$ cat src/rtl/mipi_lane_merge.sv
// rtl/mipi_lane_merge.sv - deskews per-lane MIPI byte streams and merges them into packet words.
// Header bytes are decoded from the first words; payload and CRC words are emitted with byte enables.
module mipi_lane_merge #(
    parameter int LANES      = 2,
    parameter int SKEW_DEPTH = 8,
    parameter int SKEW_MAX   = 4,
    parameter int TIMEOUT    = 64
) (
    input  logic                 sclk,
    input  logic                 s_rst,
    input  logic [8*LANES-1:0]   lane_byte_data,
    input  logic [LANES-1:0]     lane_byte_vld,
    output logic [8*LANES-1:0]   word_data,
    output logic                 word_vld,
    output logic [LANES-1:0]     word_keep,
    output logic                 hdr_vld,
    output logic [7:0]           data_id,
    output logic [15:0]          word_count,
    output logic                 packet_done,
    output logic                 invalid_start
);

    localparam int AW     = $clog2(SKEW_DEPTH);
    localparam int SW     = $clog2(SKEW_MAX + 1);
    localparam int TW     = $clog2(TIMEOUT + 1);
    localparam int HWORDS = 4 / LANES;

    typedef enum logic [1:0] {IDLE, SYNC, HEADER, PAYLOAD} state_t;

    state_t         r_state;
    state_t         w_next;

    logic [7:0]     r_mem [LANES][SKEW_DEPTH];
    logic [AW-1:0]  r_wr  [LANES];
    logic [AW-1:0]  r_rd  [LANES];
    logic [AW:0]    r_cnt [LANES];

    logic [SW-1:0]  r_skew;
    logic [TW-1:0]  r_tcnt;
    logic [1:0]     r_hcnt;
    logic [23:0]    r_hdr;
    logic [16:0]    r_rem;

    logic [LANES-1:0]   w_empty;
    logic [LANES-1:0]   w_full;
    logic [8*LANES-1:0] w_pop_data;
    logic [LANES-1:0]   w_keep;
    logic [23:0]        w_hdr_next;
    logic               w_all_ne;
    logic               w_all_empty;
    logic               w_ovf;
    logic               w_pop;
    logic               w_timeout;
    logic               w_last_hword;
    logic               w_short;
    logic               w_last_word;
    logic               w_err;
    logic               w_done;
    logic               w_flush;
    logic               w_hdr_fire;
    logic               w_word_fire;

    always_comb begin
        w_empty    = '0;
        w_full     = '0;
        w_pop_data = '0;
        w_keep     = '0;
        for (int k = 0; k < LANES; k++) begin
            w_empty[k]            = (r_cnt[k] == '0);
            w_full[k]             = (r_cnt[k] == (AW+1)'(SKEW_DEPTH));
            w_pop_data[8*k +: 8]  = r_mem[k][r_rd[k]];
            w_keep[k]             = (r_rem > 17'(k));
        end
    end

    assign w_all_ne     = ~|w_empty;
    assign w_all_empty  = &w_empty;
    assign w_ovf        = |(lane_byte_vld & w_full);
    assign w_pop        = w_all_ne && (r_state != IDLE);
    assign w_timeout    = ((r_state == HEADER) || (r_state == PAYLOAD)) && w_all_empty
                          && (r_tcnt == TW'(TIMEOUT - 1));
    assign w_last_hword = (r_hcnt == 2'(HWORDS - 1));
    assign w_last_word  = (r_rem <= 17'(LANES));
    assign w_short      = (w_hdr_next[5:0] < 6'h10);

    // Only DI and WC are kept; the ECC byte (index 3) is dropped unchecked.
    always_comb begin
        w_hdr_next = r_hdr;
        for (int k = 0; k < LANES; k++) begin
            if (int'(r_hcnt) * LANES + k < 3)
                w_hdr_next[8*(int'(r_hcnt)*LANES + k) +: 8] = w_pop_data[8*k +: 8];
        end
    end

    always_comb begin
        w_next      = r_state;
        w_err       = 1'b0;
        w_done      = 1'b0;
        w_hdr_fire  = 1'b0;
        w_word_fire = 1'b0;
        case (r_state)
            IDLE: begin
                if (|lane_byte_vld)
                    w_next = SYNC;
            end
            SYNC, HEADER: begin
                if (w_pop) begin
                    if (w_last_hword) begin
                        w_hdr_fire = 1'b1;
                        if (w_short)
                            w_done = 1'b1;
                        else
                            w_next = PAYLOAD;
                    end else begin
                        w_next = HEADER;
                    end
                end else if ((r_state == SYNC) && (r_skew == SW'(SKEW_MAX))) begin
                    w_err = 1'b1;
                end
                if (!w_done && (w_ovf || w_timeout))
                    w_err = 1'b1;
                if (w_err)
                    w_hdr_fire = 1'b0;
            end
            PAYLOAD: begin
                if (w_pop) begin
                    w_word_fire = 1'b1;
                    w_done      = w_last_word;
                end
                // A completed packet outranks a simultaneous overflow/timeout.
                if (!w_done && (w_ovf || w_timeout)) begin
                    w_err       = 1'b1;
                    w_word_fire = 1'b0;
                end
            end
            default: w_next = IDLE;
        endcase
        w_flush = w_err || w_done;
        if (w_flush)
            w_next = IDLE;
    end

    always_ff @(posedge sclk) begin
        for (int k = 0; k < LANES; k++) begin
            if (lane_byte_vld[k] && !w_flush)
                r_mem[k][r_wr[k]] <= lane_byte_data[8*k +: 8];
        end
    end

    always_ff @(posedge sclk or posedge s_rst) begin
        if (s_rst) begin
            for (int k = 0; k < LANES; k++) begin
                r_wr[k]  <= '0;
                r_rd[k]  <= '0;
                r_cnt[k] <= '0;
            end
        end else if (w_flush) begin
            for (int k = 0; k < LANES; k++) begin
                r_wr[k]  <= '0;
                r_rd[k]  <= '0;
                r_cnt[k] <= '0;
            end
        end else begin
            for (int k = 0; k < LANES; k++) begin
                if (lane_byte_vld[k])
                    r_wr[k] <= r_wr[k] + 1'b1;
                if (w_pop)
                    r_rd[k] <= r_rd[k] + 1'b1;
                r_cnt[k] <= r_cnt[k] + {{AW{1'b0}}, lane_byte_vld[k]} - {{AW{1'b0}}, w_pop};
            end
        end
    end

    always_ff @(posedge sclk or posedge s_rst) begin
        if (s_rst) begin
            r_state       <= IDLE;
            r_skew        <= '0;
            r_tcnt        <= '0;
            r_hcnt        <= '0;
            r_hdr         <= '0;
            r_rem         <= '0;
            word_data     <= '0;
            word_vld      <= 1'b0;
            word_keep     <= '0;
            hdr_vld       <= 1'b0;
            data_id       <= '0;
            word_count    <= '0;
            packet_done   <= 1'b0;
            invalid_start <= 1'b0;
        end else begin
            r_state <= w_next;
            r_skew  <= (r_state == SYNC) ? r_skew + 1'b1 : '0;
            r_tcnt  <= (((r_state == HEADER) || (r_state == PAYLOAD)) && w_all_empty && !w_flush)
                       ? r_tcnt + 1'b1 : '0;
            if (w_flush || (r_state == IDLE))
                r_hcnt <= '0;
            else if (w_pop && (r_state != PAYLOAD))
                r_hcnt <= r_hcnt + 1'b1;
            if (w_pop && ((r_state == SYNC) || (r_state == HEADER)))
                r_hdr <= w_hdr_next;
            // Remaining byte count includes the two CRC bytes.
            if (w_hdr_fire && !w_short)
                r_rem <= {1'b0, w_hdr_next[23:8]} + 17'd2;
            else if (w_word_fire)
                r_rem <= w_last_word ? '0 : r_rem - 17'(LANES);
            hdr_vld       <= w_hdr_fire;
            packet_done   <= w_done;
            invalid_start <= w_err;
            word_vld      <= w_word_fire;
            if (w_hdr_fire) begin
                data_id    <= w_hdr_next[7:0];
                word_count <= w_hdr_next[23:8];
            end
            if (w_word_fire) begin
                word_data <= w_pop_data;
                word_keep <= w_keep;
            end
        end
    end

endmodule
$ cat config.mk
export PLATFORM = sky130hd
export DESIGN_NAME = mipi_lane_merge
export DESIGN_NICKNAME = d
export VERILOG_FILES = /design/src/rtl/mipi_lane_merge.sv
export SDC_FILE = /design/constraint.sdc
export NUM_CORES = 1
export LEC_CHECK = 0
export ABC_AREA = 1
export ABC_CLOCK_PERIOD_IN_PS = 4600
export CELL_PAD_IN_SITES_DETAIL_PLACEMENT = 0
export CELL_PAD_IN_SITES_GLOBAL_PLACEMENT = 1
export CORE_UTILIZATION = 42
export DETAILED_ROUTE_END_ITERATION = 10
export PLACE_DENSITY = 0.76
export SYNTH_ARGS = -nofsm -noshare
export SYNTH_HDL_FRONTEND = slang
export SYNTH_SLANG_ARGS = --single-unit
$ cat constraint.sdc
create_clock -name sclk -period 4.6 [get_ports sclk]
set_clock_uncertainty 0.1 [all_clocks]
set_input_delay 1.38 -clock sclk [delete_from_list [all_inputs] [get_ports sclk]]
set_output_delay 1.38 -clock sclk [all_outputs]
set_load 0.02 [all_outputs]
==> metrics <==
status finished clean; critical path cell sequence inv_1, ha_1, inv_2, nor2_4, inv_1, nand2_1, nand2_2, nor2_4, nand3_2, nand2_1, nand2_1, nand2_1, nand2_1, nand2_1, nand2_2, nor2_1, nand2_1, nor2_1; dominant cell type by area after synthesis edfxtp_1; number of enable flip-flop cells after synthesis about 130; syn nets between 1000 and 1500; mean number of vias per cell 5.07; area of the multi-input gates 3840 sq um; Max Clk Rate approximately 270 MHz; fin. max-slew vios 0; IO Port Bufs 65; Die ar. between 20000 and 30000 sq um; routed vias 8204; share of the synthesized area in the top cell type 33.6%; fillers 2463; Final Net Count 1306; post-synthesis sequential area ratio about three fifths; largest net degree at the start of global routing 69; crit-path leading delay family simple AND/OR/NAND/NOR gates; total gr overflow 0; Final TNS setup 0 ns; H-tree depth 1; CTS resizes 0; Crit path buffers/inverters 3; Slowest-stage cell, CP nor2_1; clk slew on worst S/H paths 0.06 ns; Syn-to-layout area delta 17.4%; num ports between 60 and 70; Hold Violations, Final 0; final wirelength 26500 microns; Die Ht 167 microns; Core ar. between 20000 and 30000 sq um; TritonCTS Buffers 28; commonest non-fill, non-tap cell in the layout nand2_1; Seq cells post-synth 249; Post-CTS Hold Fix Bufs 0; max-cap violation count 0; CP max stage delay 0.48 ns; first-pass GRT wire length roughly 43000 microns; crit path time final 3.64 ns; Antenna diodes 0; Arr. time, crit path 3.72 ns; Yosys cell types 46; # rows 60; post-DR wirelength/cell 16.4 microns; initial drt markers approximately 600; worst hold path type reg2reg; Final ANT Viol Nets 0; CP Max Fanout 9; DRC 0; Overall Global Routing Usage around a fifth; CP Capture Type flop; initial antenna violation count 0; root buffer cell clkbuf_16; Worst Path Required around 4.7 ns; Setup CP Type reg2reg; Slew headroom between 40% and 50%; postcts setup bufs 0; Pre-antenna DRT Iters 5; GPL Wtd Cong 0.830; Post-DP HPWL around 19000 microns; period utilization just under 80%; Max VDD drop 0.345 mV; top_reg_cell synth edfxtp_1; vias in the first global route roughly 8000; Clock Path Buffers 3; slew of the pin with the lowest slew margin slightly above 0.8 ns; Lkg Pwr between 0.005 and 0.006 uW; clock sinks 249; Die X 167 microns; CTS tree done; PD cells a little over 700 nW/um^2; Starting Density a little over two fifths; post-route cell area 13400 sq um; most frequent cells in the layout 254 x nand2_1, 154 x nor2_1, 128 x edfxtp_1; Avg Inst Size Synth 9.75 sq um; Most common cell on crit path nand2_1; ys async rst share between 40% and 50%; Clock Latency Late Sink 0.54 ns; Synth area leaders edfxtp_1 34%, dfrtp_1 26%, nand2_1 8.3%; unrepaired setup endpoints after global routing false; ratio of cells with drive above 1 in the final layout just over 8%; DP Area around 12000 sq um; Post-Syn Instances roughly 1200; crit start category flop; synthesized cell area about 11000 sq um; Finish-stage setup viols 0; Yosys warning count 0; Register Area about 6900 sq um
-- metal layers --
metal	global-route usage, %	wire, microns
met1	27.5	12500
met2	31.9	12400
met3	2.35	1050
met4	4.91	513
met5	0	0
-- logic make-up (layout without fill, tap and decap cells) --
| kind of cell | Yosys count | count (layout) | share of synthesized area [%] |
|---|---|---|---|
| and+or+nand+nor | 493 | 493 | 17.8 |
| DFF | 249 | 249 | 60.1 |
| AOI/OAI and AO/OA | 209 | 209 | 10.2 |
| buffers and inverters | 165 | 269 | 6.41 |
| adders and majority gates | 30 | 30 | 3.41 |
| xor gates and xnor gates | 27 | 27 | 2.07 |
-- cells in the mapped netlist (2+ instances only) --
cell / count
inv_1: 111
ha_1: 28
dfrtp_1: 121
o21ai_0: 112
o211ai_1: 7
nand2_1: 254
buf_4: 13
nand4_1: 11
buf_2: 7
and2_1: 3
a31oi_1: 12
inv_2: 9
a21oi_1: 22
o21ai_2: 2
nor3b_1: 2
clkbuf_1: 14
nor2_4: 2
o221ai_1: 2
xor2_1: 22
fa_1: 2
buf_6: 7
xnor2_1: 5
nand3_2: 2
nor2_2: 3
a211oi_1: 2
edfxtp_1: 128
nand2_2: 5
o22ai_1: 32
nand3_1: 40
o21ai_1: 13
clkinv_1: 2
nor4_1: 5
nor2_1: 155
nor3_1: 6
-- sequential cells by signal, indices dropped and copies added, names as in the netlist --
register / count
r_skew: 3
hdr_vld: 1
r_hdr: 24
r_tcnt: 7
packet_done: 1
r_wr: 6
word_keep: 2
word_count: 16
data_id: 8
r_rem: 17
word_vld: 1
r_cnt: 8
r_hcnt: 2
r_mem: 128
r_state: 2
word_data: 16
invalid_start: 1
r_rd: 6
-- final timing paths --
check | from | end | slack, ns | cells past startpoint
worst min-delay path | r_tcnt[0]$_DFF_PP0_ | r_tcnt[0]$_DFF_PP0_ | 0.35 | 1
worst min register to register | r_tcnt[0]$_DFF_PP0_ | r_tcnt[0]$_DFF_PP0_ | 0.35 | 1
worst max-delay path | r_hcnt[1]$_DFFE_PP0P_ | r_mem[0][120]$_DFFE_PP_ | 0.96 | 18
worst max register to register | r_hcnt[1]$_DFFE_PP0P_ | r_mem[0][120]$_DFFE_PP_ | 0.96 | 18
min in group asynchronous | s_rst | r_rem[5]$_DFFE_PP0P_ | 1.25 | 2
max in group asynchronous | s_rst | word_count[14]$_DFFE_PP0N_ | 2.34 | 3
-- where the power goes --
group	switching [uW]	internal, uW	leakage (uW)
registers	384	2960	0.00269
clock network	882	1360	0.000459
logic	2510	1390	0.00241
-- per-stage QoR --
stage / hold slack [ns] / cells / power (uW) / setup WS (ns) / utilization, %
floorplan: 0.327 / 1173 / 6050 / 1.45 / -
global placement: 0.345 / 1567 / 7260 / 0.514 / 46.6
detailed placement: 0.353 / 1567 / 7320 / 0.444 / 46.6
CTS: 0.361 / 1618 / 9580 / 0.897 / 50.1
global route: 0.384 / 1618 / 10200 / 0.529 / 50.1
finish: 0.354 / 1618 / 9480 / 0.960 / 50.1
-- final cells by class --
class | instances | area share [%]
clock buffer | 33 | 5.43
clock inverter | 18 | 1.54
sequential | 249 | 51.2
tap | 341 | 3.18
timing repair buffer | 95 | 6.62
inverter | 123 | 3.49
multi-input combinational | 759 | 28.6
Note: power is estimated with default switching activity, not from simulation.
